===== config.mk =====
export PLATFORM = sky130hd
export DESIGN_NAME = fxp_mul_seq
export DESIGN_NICKNAME = d
export VERILOG_FILES = /design/src/rtl/fxp_mul_seq.sv
export SDC_FILE = /design/constraint.sdc
export NUM_CORES = 1
export LEC_CHECK = 0
export CAP_MARGIN = 20
export CORE_MARGIN = 3
export CORE_UTILIZATION = 46
export DETAILED_ROUTE_END_ITERATION = 10
export GPL_ROUTABILITY_DRIVEN = 0
export HOLD_SLACK_MARGIN = 0.12
export PLACE_DENSITY = 0.69
export SKIP_LAST_GASP = 1
export SYNTH_ARGS = -nofsm -noshare
export SYNTH_HDL_FRONTEND = slang
export SYNTH_SLANG_ARGS = --single-unit

===== constraint.sdc =====
create_clock -name clk -period 7.1 [get_ports clk]
set_input_delay 1.42 -clock clk [delete_from_list [all_inputs] [get_ports clk]]
set_output_delay 1.42 -clock clk [all_outputs]
set_load 0.01 [all_outputs]

===== src/rtl/fxp_mul_seq.sv =====
// Sequential shift-add unsigned fixed-point multiplier; W+1 cycles start-to-done, fixed latency.
// start is ignored while busy; back-to-back start in the done cycle is accepted with no gap.
module fxp_mul_seq #(
   parameter int W    = 8,
   parameter int FRAC = 4
) (
   input  logic           clk,
   input  logic           rst,
   input  logic           start,
   input  logic [W-1:0]   a,
   input  logic [W-1:0]   b,
   output logic           busy,
   output logic           done,
   output logic [W-1:0]   p,
   output logic [2*W-1:0] prod,
   output logic           ovf
);

   localparam int CW = (W > 1) ? $clog2(W) : 1;
   localparam logic [CW-1:0] CNT_LAST = CW'(W - 1);

   typedef enum logic [1:0] {IDLE, RUN, DONE} state_t;

   state_t         state_q;
   logic [2*W-1:0] mcand_q;
   logic [2*W-1:0] acc_q;
   logic [2*W-1:0] acc_d;
   logic [W-1:0]   mplier_q;
   logic [CW-1:0]  cnt_q;
   logic           busy_q;
   logic           done_q;
   logic [W-1:0]   p_q;
   logic [2*W-1:0] prod_q;
   logic           ovf_q;

   // mcand is pre-shifted to the current bit weight, so the sum never exceeds 2W bits
   always_comb begin
      acc_d = acc_q;
      if (mplier_q[0]) begin
         acc_d = acc_q + mcand_q;
      end
   end

   always_ff @(posedge clk) begin
      if (rst) begin
         state_q  <= IDLE;
         mcand_q  <= '0;
         acc_q    <= '0;
         mplier_q <= '0;
         cnt_q    <= '0;
         busy_q   <= 1'b0;
         done_q   <= 1'b0;
         p_q      <= '0;
         prod_q   <= '0;
         ovf_q    <= 1'b0;
      end else begin
         case (state_q)
            IDLE: begin
               done_q <= 1'b0;
               if (start) begin
                  mcand_q  <= {{W{1'b0}}, a};
                  mplier_q <= b;
                  acc_q    <= '0;
                  cnt_q    <= '0;
                  busy_q   <= 1'b1;
                  state_q  <= RUN;
               end
            end
            RUN: begin
               acc_q    <= acc_d;
               mcand_q  <= mcand_q << 1;
               mplier_q <= mplier_q >> 1;
               cnt_q    <= cnt_q + CW'(1);
               if (cnt_q == CNT_LAST) begin
                  busy_q  <= 1'b0;
                  done_q  <= 1'b1;
                  prod_q  <= acc_d;
                  p_q     <= acc_d[FRAC+W-1:FRAC];
                  ovf_q   <= |acc_d[2*W-1:FRAC+W];
                  state_q <= DONE;
               end
            end
            DONE: begin
               done_q <= 1'b0;
               if (start) begin
                  mcand_q  <= {{W{1'b0}}, a};
                  mplier_q <= b;
                  acc_q    <= '0;
                  cnt_q    <= '0;
                  busy_q   <= 1'b1;
                  state_q  <= RUN;
               end else begin
                  state_q <= IDLE;
               end
            end
            default: begin
               busy_q  <= 1'b0;
               done_q  <= 1'b0;
               state_q <= IDLE;
            end
         endcase
      end
   end

   assign busy = busy_q;
   assign done = done_q;
   assign p    = p_q;
   assign prod = prod_q;
   assign ovf  = ovf_q;

endmodule


## Word-level counts from Yosys, hierarchy flattened

Index checks and enable logic that the tools add are counted.

- $add $sub $neg: 2
- Equal/unequal tests: 6
- Mux-type cells: 16
- Bitwise gates (word level): 1
- Reductions and logical operators: 9

Operators with widths:

| operator | number |
|---|---|
| 16-bit one-hot mux with 2 select lines | 2 |
| 16-bit 2-to-1 mux | 3 |
| 16-bit adder | 1 |
| 8-bit one-hot mux with 2 select lines | 1 |
| 8-bit 2-to-1 mux | 1 |
| 2-bit AND reduction | 4 |
| 2-bit one-hot mux with 3 select lines | 1 |
| 3-bit one-hot mux with 2 select lines | 1 |
| 2-bit 2-to-1 mux | 2 |
| 2-bit != test, second input constant | 2 |
| 2-bit OR reduction | 2 |
| 4-bit OR reduction | 1 |
| 3-bit by 1-bit adder with 3-bit output, second input constant | 1 |
| 3-bit equality test, second input constant | 1 |
| 1-bit 2-to-1 mux | 3 |
| 3-bit 2-to-1 mux | 1 |
| 2-bit by 1-bit equality test with 1-bit output, second input constant | 1 |
| 2-bit equality test, second input constant | 1 |
| 2-bit logical NOT | 1 |
| 2-bit by 1-bit != test with 1-bit output, second input constant | 1 |
| 1-bit one-hot mux with 2 select lines | 1 |
| 2-bit nonzero test | 1 |
| 1-bit inverter | 1 |

- Register bits after elaboration: 72
- Output and inout bits: 27
- Logic and storage cells: 44

## Depth between registers and ports, before layout

- Depth in word-level cells: 4
- Gate-level depth with buffers: 9

## Worst setup path before layout

Ideal clock, no wire load.

- Kind: input to register
- From: input port rst
- To: register mcand_q[10]
- Data arrival time: 2464 ps
- Required time: 6983 ps
- Path slack: 4519 ps
- Stages on the path: 6
- Path buffers: 3
- Cell sequence: clkbuf_1 > inv_1 > and2_0 > clkbuf_1 > buf_2 > a22o_1

RTL lines:

| element | RTL line | source |
|---|---|---|
| start: declaration | 8 | `input logic rst,` |
| end signal: assignment | 61 | `mcand_q <= {{W{1'b0}}, a};` |
| end signal: assignment | 71 | `mcand_q <= mcand_q << 1;` |
| end signal: assignment | 86 | `mcand_q <= {{W{1'b0}}, a};` |
| end: declaration | 25 | `logic [2*W-1:0] mcand_q;` |

## Final worst setup path

- From: input port start
- To: register acc_q[10]

- Word-level cells in the longest chain between the ends: 2

RTL lines:

| element | RTL line | source |
|---|---|---|
| start: declaration | 9 | `input logic start,` |
| 2-bit by 1-bit != test with 1-bit output (no line) | n/a |  |
| 2-bit AND reduction (no line) | n/a |  |
| end signal: assignment | 48 | `acc_q <= '0;` |
| end signal: assignment | 63 | `acc_q <= '0;` |
| end signal: assignment | 70 | `acc_q <= acc_d;` |
| end: declaration | 26 | `logic [2*W-1:0] acc_q;` |

No other way between the ends.
A chain may end at the register's enable or synchronous reset.

==> reports/metrics.cfg <==
[yosys]
yosys.area.top_type_share_pct=38.3
synth.ff_latch_count=64
synthFlopType=dfxtp_1
synth.top_cells.by_area=dfxtp_1 (38%), mux2i_1 (6.6%), ha_1 (6.4%), nor2_1 (5.6%), a22o_1 (4.7%)
synth_nets=410
synth.avg_cell_area_um2=8.97
synth-edff-count=0
synth.lib_cells_used.distinct=59
yosysWarnings=0
async_flop_share_pct=0
seq_area_frac_synth_pct=38.3
yosysTopAreaCell=dfxtp_1
synthesis.area_um2=3350
synthCells=373

[sta]
period_share_pct=48.2
timing.slew.headroom_pct=35.2
skew_ns=0.00732
setup_viol=0
worstMarginPinSlew_ns=0.972
whs_ns=0.456
post-route-min-period_ns=3.42
finalMaxSlewViolations=0
setup_tns_after_final_layout_ns=0
achievable-frequency_mhz=292
final-hold-violation-count=0
unrepaired_setup_endpoints_after_global_routing=no

[power]
power_per_cell_area_nw_per_um2=199
max-vdd-ir-drop_uv=144
leakage_uw=0.00151

[setup_path]
critPathMaxFanout=30
end_kind=flip-flop
setup.worst_path.start_class=input port
worst-endpoint-arrival_ns=3.66
timing.reg2reg.worst_path_depth=4
timing.critical_path.required_ns=7.33
worstSetupPathType=input port to flip-flop

[routing]
detail_route.wirelength_mm=7.79
remaining_drc_errors=0
tritonroute_pass_1_iters=5
avgViaCountPerCell=5.52
first_iter_violations=191
detail-route-antenna-nets=0
routed_wire_length_per_instance_um=15.5
dr_total_vias=2784

[worst_hold_path]
worstHoldPathType=flip-flop to flip-flop
hold_path_depth=2

[global_routing]
number_of_global_route_vias_before_repair=2657
overflow_left_after_global_routing=0
groute.usage.overall_pct=19.8
grt_max_degree=36
antenna_found_initial=0
global_route_wire_length_before_repair_mm=13.0

[finish]
layout-drive-gt1-share_pct=7.11
antenna_diode_count=0
final_cell_mix=dfxtp_1 (64), nor2_1 (50), clkdlybuf4s50_1 (45), nand2_1 (28)
instances_no_fill=504
area_growth_pct=19.0
final_common_cell=dfxtp_1
layout.nets=440

[clock_tree]
post_cts_buffers=0
tritoncts=built
clk_transition_reported_paths_ns=0.06
worstSkewPairLatency_ns=0.34
clockRootBuffer=clkbuf_8
ctsResizeCount=0
cts_hold_buf=0
clkSinkCount=64
htreeDepth=3
cts_buffer_depth=2
cts_made_buffers=9

[place]
placed_cells_incl_taps=488
hpwlAfterDp_mm=5.63
port_buffers=45

[die]
placement_rows=30
initial_core_util_pct=48.4
fp.dieH_um=91.3
placeableCoreArea_um2=6910
die-area_um2=8330
fp.dieW_um=91.3
total_i_o_pin_count=46

[flow_run]
cap_violations=0

[outcome]
outcome=finished clean

==> critical path, stage by stage <==
cell and delay, ns:
clkdlybuf4s50_1 0.49, nor2b_1 0.29, or2_1 0.80, o22ai_2 0.36
a32o_1 0.30
==> metal layers <==
metal  GRT usage, %  vias up  part of all wire (%)
met4           5.78        0                  0.41
met2           29.7       91                    43
li1               -     1407                     -
met1           27.8     1282                    49
met5              0        -                     0
met3           5.22        4                   7.0
==> per-stage QoR <==
step | setup slack [ns] | util, % | cell area, um2 | total power [uW]
after global routing | 3.44 | 57.7 | 3980 | 830
after global placement | 3.37 | 54.7 | 3780 | 482
after detailed placement | 3.30 | 54.7 | 3780 | 484
after floorplan | 4.52 | - | 3350 | 458
final | 3.68 | 57.7 | 3980 | 794
after CTS | 3.66 | 57.7 | 3980 | 803
==> synthesized netlist by cell type (all sizes together) (3+ instances only) <==
cell type	n
mux2i	22
xnor2	7
nor2	51
nand2	28
dfxtp	64
a21oi	22
xor2	3
a31oi	3
nor2b	5
a211oi	21
clkbuf	9
o21a	6
ha	17
a21o	4
inv	8
nor3	7
or3	5
a22o	18
nand3	3
buf	19
o21ai	16
==> state kept, by name, summed over array words and instances, names as in the netlist <==
| signal | cells |
|---|---|
| cnt_q | 3 |
| prod | 9 |
| ovf | 1 |
| state_q | 2 |
| mplier_q | 8 |
| mcand_q | 16 |
| done | 1 |
| acc_q | 16 |
| p | 7 |
| busy | 1 |
==> final cells by class <==
class / instances / area (um2)
Timing Repair Buffer: 47 / 465
Clock buffer: 11 / 151
Inverter: 8 / 30.0
Sequential cell: 64 / 1280
Fill cell: 623 / 2920
Clock inverter: 5 / 55.1
Tap cell: 96 / 120
Multi-Input combinational cell: 273 / 1880
==> where the power goes <==
part	internal [uW]	leakage (uW)	switching, uW	total [uW]
Clock	180	0.000101	138	318
Combinational	41.1	0.000887	50.4	91.5
Sequential	371	0.000520	13.4	385
==> path summary, 6_finish.rpt <==
kind	endpoint	slack [ns]	startpoint
hold reg to reg	prod[12]	0.46	prod[12]
setup / recovery	acc_q[10]	3.68	start
setup reg to reg	acc_q[10]	4.01	state_q[0]
hold / removal	prod[12]	0.46	prod[12]
==> kinds of logic after synthesis <==
kind of cell / after synthesis / synth area share, %
compound gates: 114 / 25.5
xor+xnor: 10 / 2.62
fa+ha+maj: 18 / 6.96
buf+inv: 36 / 5.53
flops: 64 / 38.3
mux: 23 / 6.92
simple gates: 108 / 14.2
(Power assumes the default switching activity.)
